--- config.mk ---
export PLATFORM = sky130hd
export DESIGN_NAME = adder_pipe
export DESIGN_NICKNAME = d
export VERILOG_FILES = /design/src/rtl/adder_pkg.sv /design/src/rtl/adder_pipe_stage.sv /design/src/rtl/adder_pipe.sv
export SDC_FILE = /design/constraint.sdc
export NUM_CORES = 1
export LEC_CHECK = 0
export BUFFER_PORTS_ARGS = -buffer_cell sky130_fd_sc_hd__buf_2
export CAP_MARGIN = 20
export CORE_MARGIN = 2
export CORE_UTILIZATION = 45
export DETAILED_ROUTE_END_ITERATION = 10
export HOLD_SLACK_MARGIN = 0.06
export PLACE_DENSITY = 0.67
export SLEW_MARGIN = 10
export SYNTH_ARGS = -nofsm -noshare
export SYNTH_HDL_FRONTEND = slang
export SYNTH_SLANG_ARGS = --single-unit
--- constraint.sdc ---
create_clock -name clk -period 1.8 [get_ports clk]
set_input_delay 0 -clock clk [delete_from_list [all_inputs] [get_ports clk]]
set_output_delay 0 -clock clk [all_outputs]
set_load 0.02 [all_outputs]
--- src/rtl/adder_pkg.sv ---
// Shared constants, stage-count helper and per-stage control record for adder_pipe.
// The wide sum/operand fields of a stage live beside this record as plain vectors sized by WIDTH.
package adder_pkg;

    localparam int DEF_WIDTH = 32;
    localparam int DEF_CHUNK = 8;

    typedef struct packed {
        logic valid;
        logic carry;
        logic sub;
    } stage_ctl_t;

    function automatic int calc_stages(input int width, input int chunk);
        return width / chunk;
    endfunction

endpackage

--- src/rtl/adder_pipe_stage.sv ---
// One CHUNK-bit slice of the pipelined adder: adds slice IDX plus the incoming carry and
// registers valid, carry, sub flag, the partial sum and the operands for later slices.
module adder_pipe_stage
    import adder_pkg::*;
#(
    parameter int WIDTH = DEF_WIDTH,
    parameter int CHUNK = DEF_CHUNK,
    parameter int IDX   = 0
) (
    input  logic             clk,
    input  logic             rst_n,
    input  logic             i_en,
    input  stage_ctl_t       i_ctl,
    input  logic [WIDTH-1:0] i_sum,
    input  logic [WIDTH-1:0] i_a,
    input  logic [WIDTH-1:0] i_b,
    output stage_ctl_t       o_ctl,
    output logic [WIDTH-1:0] o_sum,
    output logic [WIDTH-1:0] o_a,
    output logic [WIDTH-1:0] o_b
);

    localparam int LSB = IDX * CHUNK;

    logic [CHUNK-1:0] w_a_sl;
    logic [CHUNK-1:0] w_b_sl;
    logic [CHUNK:0]   w_add;

    stage_ctl_t       r_ctl;
    logic [WIDTH-1:0] r_sum;
    logic [WIDTH-1:0] r_a;
    logic [WIDTH-1:0] r_b;

    // Subtraction inverts B slice by slice; the +1 arrives as stage 0's carry-in.
    assign w_a_sl = i_a[LSB +: CHUNK];
    assign w_b_sl = i_b[LSB +: CHUNK] ^ {CHUNK{i_ctl.sub}};
    assign w_add  = {1'b0, w_a_sl} + {1'b0, w_b_sl} + {{CHUNK{1'b0}}, i_ctl.carry};

    always_ff @(posedge clk) begin
        if (!rst_n) begin
            r_ctl <= '0;
            r_sum <= '0;
            r_a   <= '0;
            r_b   <= '0;
        end else if (i_en) begin
            r_ctl.valid           <= i_ctl.valid;
            r_ctl.carry           <= w_add[CHUNK];
            r_ctl.sub             <= i_ctl.sub;
            r_sum                 <= i_sum;
            r_sum[LSB +: CHUNK]   <= w_add[CHUNK-1:0];
            r_a                   <= i_a;
            r_b                   <= i_b;
        end
    end

    assign o_ctl = r_ctl;
    assign o_sum = r_sum;
    assign o_a   = r_a;
    assign o_b   = r_b;

endmodule

--- src/rtl/adder_pipe.sv ---
// Pipelined WIDTH-bit adder, one CHUNK-bit slice per stage, valid/ready with global stall.
// Optional subtract (sub port, a + ~b + 1) enabled by defining ADDER_SUB_EN.
module adder_pipe
    import adder_pkg::*;
#(
    parameter int WIDTH = DEF_WIDTH,
    parameter int CHUNK = DEF_CHUNK
) (
    input  logic             clk,
    input  logic             rst_n,
    input  logic             in_valid,
    output logic             in_ready,
    input  logic [WIDTH-1:0] a,
    input  logic [WIDTH-1:0] b,
    input  logic             ci,
`ifdef ADDER_SUB_EN
    input  logic             sub,
`endif
    output logic             out_valid,
    input  logic             out_ready,
    output logic [WIDTH-1:0] s,
    output logic             co,
    output logic             ov
);

    localparam int STAGES = calc_stages(WIDTH, CHUNK);
    localparam int LAST   = STAGES - 1;

    logic             w_stall;
    logic             w_sub;
    logic             w_b_msb;
    logic             w_unused;
    stage_ctl_t       w_ctl_in;
    stage_ctl_t       w_ctl [0:LAST];
    logic [WIDTH-1:0] w_sum [0:LAST];
    logic [WIDTH-1:0] w_a   [0:LAST];
    logic [WIDTH-1:0] w_b   [0:LAST];

`ifdef ADDER_SUB_EN
    assign w_sub = sub;
`else
    assign w_sub = 1'b0;
`endif

    // A held result freezes every stage at once; bubbles are not squeezed out.
    assign w_stall  = w_ctl[LAST].valid && !out_ready;
    assign in_ready = rst_n && !w_stall;

    assign w_ctl_in = '{valid: in_valid && in_ready, carry: w_sub | ci, sub: w_sub};

    for (genvar g_k = 0; g_k < STAGES; g_k++) begin : g_stage
        if (g_k == 0) begin : g_first
            adder_pipe_stage #(.WIDTH(WIDTH), .CHUNK(CHUNK), .IDX(g_k)) u_stage (
                .clk   (clk),
                .rst_n (rst_n),
                .i_en  (!w_stall),
                .i_ctl (w_ctl_in),
                .i_sum ('0),
                .i_a   (a),
                .i_b   (b),
                .o_ctl (w_ctl[g_k]),
                .o_sum (w_sum[g_k]),
                .o_a   (w_a[g_k]),
                .o_b   (w_b[g_k])
            );
        end else begin : g_next
            adder_pipe_stage #(.WIDTH(WIDTH), .CHUNK(CHUNK), .IDX(g_k)) u_stage (
                .clk   (clk),
                .rst_n (rst_n),
                .i_en  (!w_stall),
                .i_ctl (w_ctl[g_k-1]),
                .i_sum (w_sum[g_k-1]),
                .i_a   (w_a[g_k-1]),
                .i_b   (w_b[g_k-1]),
                .o_ctl (w_ctl[g_k]),
                .o_sum (w_sum[g_k]),
                .o_a   (w_a[g_k]),
                .o_b   (w_b[g_k])
            );
        end
    end

    assign out_valid = w_ctl[LAST].valid;
    assign s         = w_sum[LAST];
    assign co        = w_ctl[LAST].carry;

    // Overflow judged against the effective B, i.e. ~b when subtracting.
    assign w_b_msb = w_b[LAST][WIDTH-1] ^ w_ctl[LAST].sub;
    assign ov      = (w_a[LAST][WIDTH-1] == w_b_msb) && (s[WIDTH-1] != w_a[LAST][WIDTH-1]);

    assign w_unused = ^{w_a[LAST][WIDTH-2:0], w_b[LAST][WIDTH-2:0]};

endmodule

==> flow_summary_export.csv <==
group,metric,value,unit
grt,grt_usage,20.2,%
grt,grt_pass1_wl,29400,um
timing,finalClockSkew,0.00876,ns
placed_design,dp_cells,1243,
worst_setup_path,crit_arrival,2.26,ns
worst_setup_path,crit_top_cell,"fa_2",
outcome,status,"finished with violations",
power_and_ir_drop,p_comb_share,10.0,%
timing,max_slew_margin,78.6,%
synth,synth_top_area_share,48.7,%
worst_setup_path,crit_family,"adder cells",
finish,fillers,1535,
worst_setup_path,r2r-start,"g_stage[0].g_first.u_stage.o_b[8]",
hold_path,hold_path_depth,4,
finish,final_core_util,60.0,%
drt,first_pass_iters,4,
synth,syn_area_per_cell,8.16,sq um
worst_setup_path,critPathMaxStageDelay,0.39,ns
clock_network,path_clk_slew,0.07,ns
outcome,failed_checks,"setup timing",
placed_design,port_buffers,104,
timing,setup_violations,5,
worst_setup_path,r2r_setup_slack,-0.14,ns
clock_network,cts_buffers,17,
grt,grt_max_degree,44,
synth,yosysWarnings,0,
synth,synth_cell_types,41,
timing,finalWorstSetupSlack,-0.139,ns
timing,final.period_utilization,108,%
worst_setup_path,critPathKind,"register to register",
power_and_ir_drop,power.density,951,nW/um^2
floorplanning,ioPinCount,105,
timing,tightestPinTransition,0.321,ns
drt,ant_nets,0,
placed_design,gp_congestion,0.834,
synth,syn_inst,938,
timing,finalMaxSlewViolations,0,
floorplanning,die_w,134,um
finish,fin_nets,1209,
grt,grt-ovfl-total,0,
synth,ys_seq_elements,186,
worst_setup_path,crit_path_max_fanout,2,
power_and_ir_drop,p_int,7.23,mW
grt,grt_pass1_vias,6225,
drt,drt_iter0_drc,364,
synth,yosysSeqAreaShare,48.7,%
clock_network,numClockSinks,186,
power_and_ir_drop,p_seq_share,47.2,%
finish,layout-drive-gt1-share,19.2,%
worst_setup_path,r2r_cells,7,
timing,holdWs,0.0708,ns
finish,area_delta_synth_final,30.0,%
worst_setup_path,critPathRequiredTime,2.12,ns
finish,fin_area,9950,sq um
synth,synth_top_area_cell,"dfxtp_1",
timing,rsz0062_at_grt,"true",
floorplanning,die_h,134,um
placed_design,place_area,8680,sq um
finish,multiInputGateArea,3670,sq um
worst_setup_path,worstSetupStartpointType,"register",
floorplanning,initial_core_util,46.2,%
clock_network,cts_root_buf,"clkbuf_16",
drt,wl,18000,um
clock_network,clock_latency,0.43,ns
floorplanning,rows,47,
power_and_ir_drop,swShare,23.6,%
worst_setup_path,cp_slowest_cell,"fa_2",
drt,drcViolationCount,0,
worst_setup_path,r2r_end,"g_stage[1].g_next.u_stage.o_sum[14]",
finish,ff_latch_area,3730,sq um
clock_network,htree_levels,4,
synth,syn_area,7650,sq um
grt,antenna_found_initial,0,
power_and_ir_drop,p_sw,2.24,mW
drt,dr_total_vias,6622,
clock_network,cts_buffer_depth,2,
floorplanning,die-area,18100,sq um
hold_path,min_to,"g_stage[0].g_first.u_stage.o_sum[4]",
synth,synthTopCellsByArea,"dfxtp_1, nand2_1, a21oi_1",
timing,fin_crit,1.94,ns
power_and_ir_drop,peakVddDrop,0.000780,V
worst_setup_path,path_cells,"fa_2 -> inv_2 -> fa_2 -> nor2b_4 -> o2111a_1 -> or3_1 -> a32o_1",
finish,antenna_cells,0,
worst_setup_path,path_buf_inv,1,
run,maxCapViolCount,0,
finish,finalNonFillerCells,1337,
floorplanning,core,16600,sq um
hold_path,hold_path.class,"input port to register",
drt,viasPerCell,4.95,
placed_design,post-dp-hpwl,11700,um
power_and_ir_drop,p_leak,4.28,nW
power_and_ir_drop,clock_power_share,42.8,%
finish,final_common_cell,"nand2_1",
clock_network,cts_tree,"yes",
synth,synthesis.nets,1043,
worst_setup_path,cp-end-kind,"register",
timing,max_clock_freq,516,MHz
hold_path,min_from,"b[3]",
timing,hold_violations,0,
drt,post_drt_wl_per_cell,13.4,um
finish,final_cell_mix,"nand2_1, a21oi_1, dfxtp_1",
==> layer usage <==
| metal | GRT usage [%] | routed length, um |
|---|---|---|
| met1 | 26.1 | 8490 |
| met2 | 33.6 | 8590 |
| met3 | 3.97 | 567 |
| met4 | 7.08 | 314 |
| met5 | 0 | 0 |
==> worst max path at each step <==
stage | cells after the start | slack [ns] | endpoint | startpoint
after floorplan | 7 | -0.12 | g_stage[1].g_next.u_stage.o_sum[14] | g_stage[0].g_first.u_stage.o_ctl[1]
after global placement | 7 | -0.15 | g_stage[2].g_next.u_stage.o_sum[22] | g_stage[1].g_next.u_stage.o_ctl[1]
final | 7 | -0.14 | g_stage[1].g_next.u_stage.o_sum[14] | g_stage[0].g_first.u_stage.o_b[8]
after global routing | 7 | -0.21 | g_stage[2].g_next.u_stage.o_sum[22] | g_stage[1].g_next.u_stage.o_b[16]
after detailed placement | 7 | -0.18 | g_stage[2].g_next.u_stage.o_sum[22] | g_stage[1].g_next.u_stage.o_ctl[1]
after CTS | 7 | -0.14 | g_stage[1].g_next.u_stage.o_sum[14] | g_stage[0].g_first.u_stage.o_b[8]
==> worst reg2reg max path, stage by stage (launching register included) <==
cell	delay (ns)
dfxtp_2	0.33
fa_2	0.39
inv_2	0.06
fa_2	0.21
nor2b_4	0.05
o2111a_1	0.23
or3_1	0.31
a32o_1	0.24
==> what timing repair did <==
action | 4_1_cts | 5_1_grt
resized for setup | 4 | 2
pin swaps | 20 | 5
gates cloned | 0 | 1
hold endpoints to repair | 66 | 0
setup endpoints to repair | 8 | 12
hold buffers | 59 | 0
setup buffers | 0 | 2
==> area by class of cell <==
cell class	instances	share of cell area (%)
clock inverters	12	1.89
multi-input cells	677	36.9
flip-flops and latches	186	37.5
clock buffers	20	4.59
repair buffers	206	15.7
inverters	16	0.629
well taps	220	2.77
==> cell usage after synthesis <==
master,n
o211a_1,1
and2b_1,2
buf_2,13
a21o_1,12
o2111ai_1,3
clkbuf_1,39
nor3_1,3
o22ai_1,5
fa_1,8
ha_1,28
nor3b_1,4
or3_1,6
a221oi_2,1
inv_1,16
and3_2,3
nor2b_1,1
a21oi_1,182
and3_1,2
o21ai_1,1
a32o_1,3
mux2_2,8
buf_1,8
xor2_1,4
o2bb2ai_1,7
o21a_1,3
o21ai_0,16
dfxtp_1,186
nor2b_4,3
a31oi_1,3
nand3_1,10
o211ai_1,3
o2111a_1,3
a211oi_1,5
nand2b_1,6
xnor2_1,6
nand4_1,4
nand3b_1,1
nand2_1,317
o221ai_1,1
nor2_1,10
and2b_2,1
==> power by group through the flow <==
| stage | registers [mW] | logic (mW) | clock network (mW) |
|---|---|---|---|
| after detailed placement | 4.56 | 0.837 | 0 |
| after CTS | 4.47 | 0.949 | 4.13 |
| after global routing | 4.49 | 1.06 | 4.29 |
| final | 4.47 | 0.949 | 4.05 |
| after floorplan | 4.56 | 0.519 | 0 |
| after global placement | 4.55 | 0.828 | 0 |
==> through the flow <==
stage                     setup slack [ns]  power (mW)  TNS (ns)
after global routing                -0.210        9.85     -1.06
after CTS                           -0.142        9.54    -0.507
final                               -0.139        9.46    -0.493
after detailed placement            -0.176        5.39    -0.765
after floorplan                     -0.122        5.08    -0.385
after global placement              -0.147        5.38    -0.580
==> cells by family (layout without fill, tap and decap cells) <==
logic type	Yosys count	after routing	share of synthesized area [%]
flip-flops	186	186	48.7
buffers and inverters	76	254	3.94
multiplexers	8	8	1.18
AO/OA/AOI/OAI	249	249	18.3
AND/OR/NAND/NOR	373	374	20.1
adder cells (fa/ha/maj)	36	36	6.67
XOR/XNOR	10	10	1.14
==> registers in the layout, summed over array words and instances (netlist names) <==
signal / flops
g_stage.g_first.u_stage.o_a: 24
g_stage.g_first.u_stage.o_b: 24
g_stage.g_first.u_stage.o_ctl: 2
g_stage.g_first.u_stage.o_sum: 8
g_stage.g_next.u_stage.o_a: 25
g_stage.g_next.u_stage.o_b: 25
g_stage.g_next.u_stage.o_ctl: 6
g_stage.g_next.u_stage.o_sum: 72
Note: power is estimated with default switching activity, not from simulation.
